`config.mk`:
```
export PLATFORM = sky130hd
export DESIGN_NAME = imul_generate2
export DESIGN_NICKNAME = d
export VERILOG_FILES = /design/src/rtl/imul_generate2.sv
export SDC_FILE = /design/constraint.sdc
export NUM_CORES = 1
export LEC_CHECK = 0
export ABC_AREA = 1
export ABC_CLOCK_PERIOD_IN_PS = 900
export CORE_UTILIZATION = 55
export CTS_CLUSTER_SIZE = 40
export DETAILED_ROUTE_END_ITERATION = 7
export PLACE_DENSITY_LB_ADDON = 0.25
export SLEW_MARGIN = 10
export SYNTH_ARGS = -nofsm -noshare
export SYNTH_HDL_FRONTEND = slang
export SYNTH_SLANG_ARGS = --single-unit
export TNS_END_PERCENT = 50
```
`constraint.sdc`:
```
create_clock -name clock -period 0.9 [get_ports clock]
set_input_delay 0.135 -clock clock [delete_from_list [all_inputs] [get_ports clock]]
set_output_delay 0.135 -clock clock [all_outputs]
set_load 0.005 [all_outputs]
```
`src/rtl/imul_generate2.sv`:
```
// Unsigned WIDTH x WIDTH -> 2*WIDTH array multiplier built from generated AND rows and
// ripple-carry full-adder rows, with a single registered output stage.
module imul_generate2 #(
    parameter int WIDTH = 16
) (
    input  logic                 clock,
    input  logic                 reset,
    input  logic [WIDTH-1:0]     A,
    input  logic [WIDTH-1:0]     B,
    output logic [2*WIDTH-1:0]   oResult
);

    // pp[i][j] = A[j] & B[i]
    logic [WIDTH-1:0][WIDTH-1:0] pp;
    // acc[i] is the WIDTH-bit running sum leaving row i; bit 0 is final product bit i
    logic [WIDTH-1:0][WIDTH-1:0] acc;
    // rc[i] is the carry-out of row i, fed into the MSB of row i+1
    logic [WIDTH-1:0]            rc;
    logic [2*WIDTH-1:0]          prod;

    genvar i, j;
    generate
        for (i = 0; i < WIDTH; i++) begin : g_pp_row
            for (j = 0; j < WIDTH; j++) begin : g_pp_bit
                assign pp[i][j] = A[j] & B[i];
            end
        end

        assign acc[0] = pp[0];
        assign rc[0]  = 1'b0;

        for (i = 1; i < WIDTH; i++) begin : g_add_row
            logic [WIDTH-1:0] addend;
            logic [WIDTH:0]   c;

            // Previous sum shifted down one place, with the previous row's carry on top
            assign addend = {rc[i-1], acc[i-1][WIDTH-1:1]};
            assign c[0]   = 1'b0;

            for (j = 0; j < WIDTH; j++) begin : g_fa
                assign acc[i][j] = addend[j] ^ pp[i][j] ^ c[j];
                assign c[j+1]    = (addend[j] & pp[i][j]) | (c[j] & (addend[j] ^ pp[i][j]));
            end

            assign rc[i] = c[WIDTH];
        end

        for (i = 0; i < WIDTH - 1; i++) begin : g_low_bits
            assign prod[i] = acc[i][0];
        end
    endgenerate

    // Top WIDTH+1 bits come straight out of the last row
    assign prod[2*WIDTH-1:WIDTH-1] = {rc[WIDTH-1], acc[WIDTH-1]};

    // NOTE: non-blocking assignment keeps the register update race-free against other clocked logic.
    always_ff @(posedge clock or posedge reset) begin
        if (reset) begin
            oResult <= '0;
        end else begin
            oResult <= prod;
        end
    end

endmodule

```
==> run summary <==
status: complete, but fails checks
failing checks: negative setup slack
Mapped Nets: 1150
CP Class: in2reg
Setup WS post-layout: -17.65 ns
H-tree levels: 2
grt ovf: 0
diode count: 0
Die Height: 125 um
initial antenna violation count: 0
Synth Area in XOR/XNOR: 0%
Top reg by flops: oResult
multiplexer share of the synthesized area: 0%
clock sink total: 32
Slew HR: 81.5%
DR WL/cell: 12.2 um
CP Launch Type: input pin
drt via density: 4.53
max cap viols: 0
first-pass GRT wire length: 25000 um
post-synthesis sequential area ratio: 9.70%
CTS Buf Count: 5
Die X: 125 um
Final Setup Violations: 31
worst-margin pin slew: 0.277 ns
Clock Path Buffers: 2
area of the core: 14600 um^2
post-DP HPWL: 12000 um
Post-DRT Antenna Nets: 0
synth warn: 0
Core Rows: 44
IO Port Bufs: 65
worst hold path class: in2async
via count: 5033
max FFs per register: 32
RSZ-0062 raised after global routing: yes
Slew Limit Fails: 0
Final Hold Fails: 0
post-synth design cell area: 8250 um^2
CP max stage delay: 0.59 ns
data required time of the worst path: 1.08 ns
CP most frequent cell: fa_2
Area Overhead vs Synth: 15.4%
average cell area after synthesis: 9.42 um^2
placed instance area: 9280 um^2
# hold bufs at CTS: 0
post-synthesis adder-cell area fraction: 56.8%
DRC viols: 0
share of cells above drive strength 1: 39.7%
main combinational cell family by area after synthesis: adder cells
simple-gate share of the synthesized area: 11.7%
largest net degree at the start of global routing: 33
design area: 9520 um^2
die area: 15500 um^2
Starting Density: 56.6%
Yosys reg bits: 32
IO Pins: 66
Routed WL: 13500 um
FMAX: 53.9 MHz
DRT iter0 DRCs: 171
Root Buffer: clkbuf_16
Max FO, Critical Path: 2
TritonCTS clock tree: yes
largest registers: oResult x32
Final Critical Period: 18.55 ns
crit share post-route: 2060%
first drt pass iteration count: 4
GRT Resource Usage Total: 20.0%
vias in the first global route: 5718
Post-Synthesis Cells: 876
synth unique cells: 11
TNS Setup: -324.66 ns
Final #Nets: 1199
Reg clk slew, reported paths: 0.06 ns
arrival time worst endpoint: 18.73 ns
CP endpoint kind: flip-flop
Compound-Gate Fraction of Synth Area: 0%
Worst path slowest cell: fa_2
routability congestion estimate: 0.747
cells by family after synthesis:
kind of cell / Yosys count
DFF: 32
adders and majority gates: 240
and+or+nand+nor: 256
buffers and inverters: 348
metrics by stage:
| stage | hold WS, ns | worst slack (ns) | util, % | instances |
|---|---|---|---|---|
| 2_1_floorplan | 0.251 | -17.88 | - | 876 |
| 5_1_grt | 0.199 | -18.10 | 65.3 | 1110 |
| 6_report | 0.182 | -17.65 | 65.3 | 1110 |
| 3_5_place_dp | 0.500 | -18.84 | 63.6 | 1100 |
| 4_1_cts | 0.189 | -17.70 | 66.1 | 1110 |
| 3_3_place_gp | 0.489 | -18.57 | 63.6 | 1100 |
synth_stat cells:
library cell	instances	area, um^2
inv_1	281	1050
nand2_1	253	950
fa_1	224	4480
buf_6	57	642
dfrtp_1	32	801
ha_1	16	200
buf_4	3	22.5
inv_2	3	11.3
nand2_2	3	18.8
buf_12	2	40.0
buf_8	2	30.0
critical path, delay by kind of cell:
family	cells	cell delay, ns
buffers and inverters	12	0.64
and+or+nand+nor	1	0.06
adders and majority gates	44	17.86
routing by layer:
layer | vias up | GRT usage (%) | share of wire (%)
li1 | 2398 | - | -
met1 | 2564 | 24.2 | 39
met3 | 15 | 2.10 | 1.8
met2 | 56 | 37.6 | 58
met4 | 0 | 5.24 | 2.0
met5 | - | 0 | 0
worst paths after layout:
path,startpoint,depth (start not counted),endpoint
hold / removal,reset,3,oResult[16]
min in group clock,B[1],4,oResult[1]
max in group asynchronous,reset,3,oResult[7]
setup / recovery,A[1],57,oResult[30]
cell type report:
cell class	instances	area [um^2]
Inverter	284	1070
Multi-Input combinational cell	496	6370
Clock buffer	6	129
Clock inverter	2	35.0
Tap cell	184	230
Fill cell	1182	5060
Sequential cell	32	801
Timing Repair Buffer	106	892
layout by cell type, fill, tap and decap left out:
cell type        instances
clkbuf_16                5
dlygate4sd2_1            1
nand2_4                  1
dfrtp_1                 32
buf_12                   7
nand2_1                250
inv_1                  229
buf_4                   35
ha_1                     1
bufinv_16                1
buf_2                    4
ha_4                    15
clkbuf_2                29
clkbuf_1                 1
clkinv_2                 1
buf_8                    3
fa_1                    17
nand2_2                  5
clkdlybuf4s50_1         27
fa_2                   207
inv_2                   55
repair_timing:
item	CTS	global route
buffers inserted	2	0
cloned	0	0
resized for setup	134	49
setup endpoints to repair	63	62
pin swaps	92	28
Power is not shown: default switching activity piles up to over one toggle a cycle in this logic, so the estimate is an artifact.
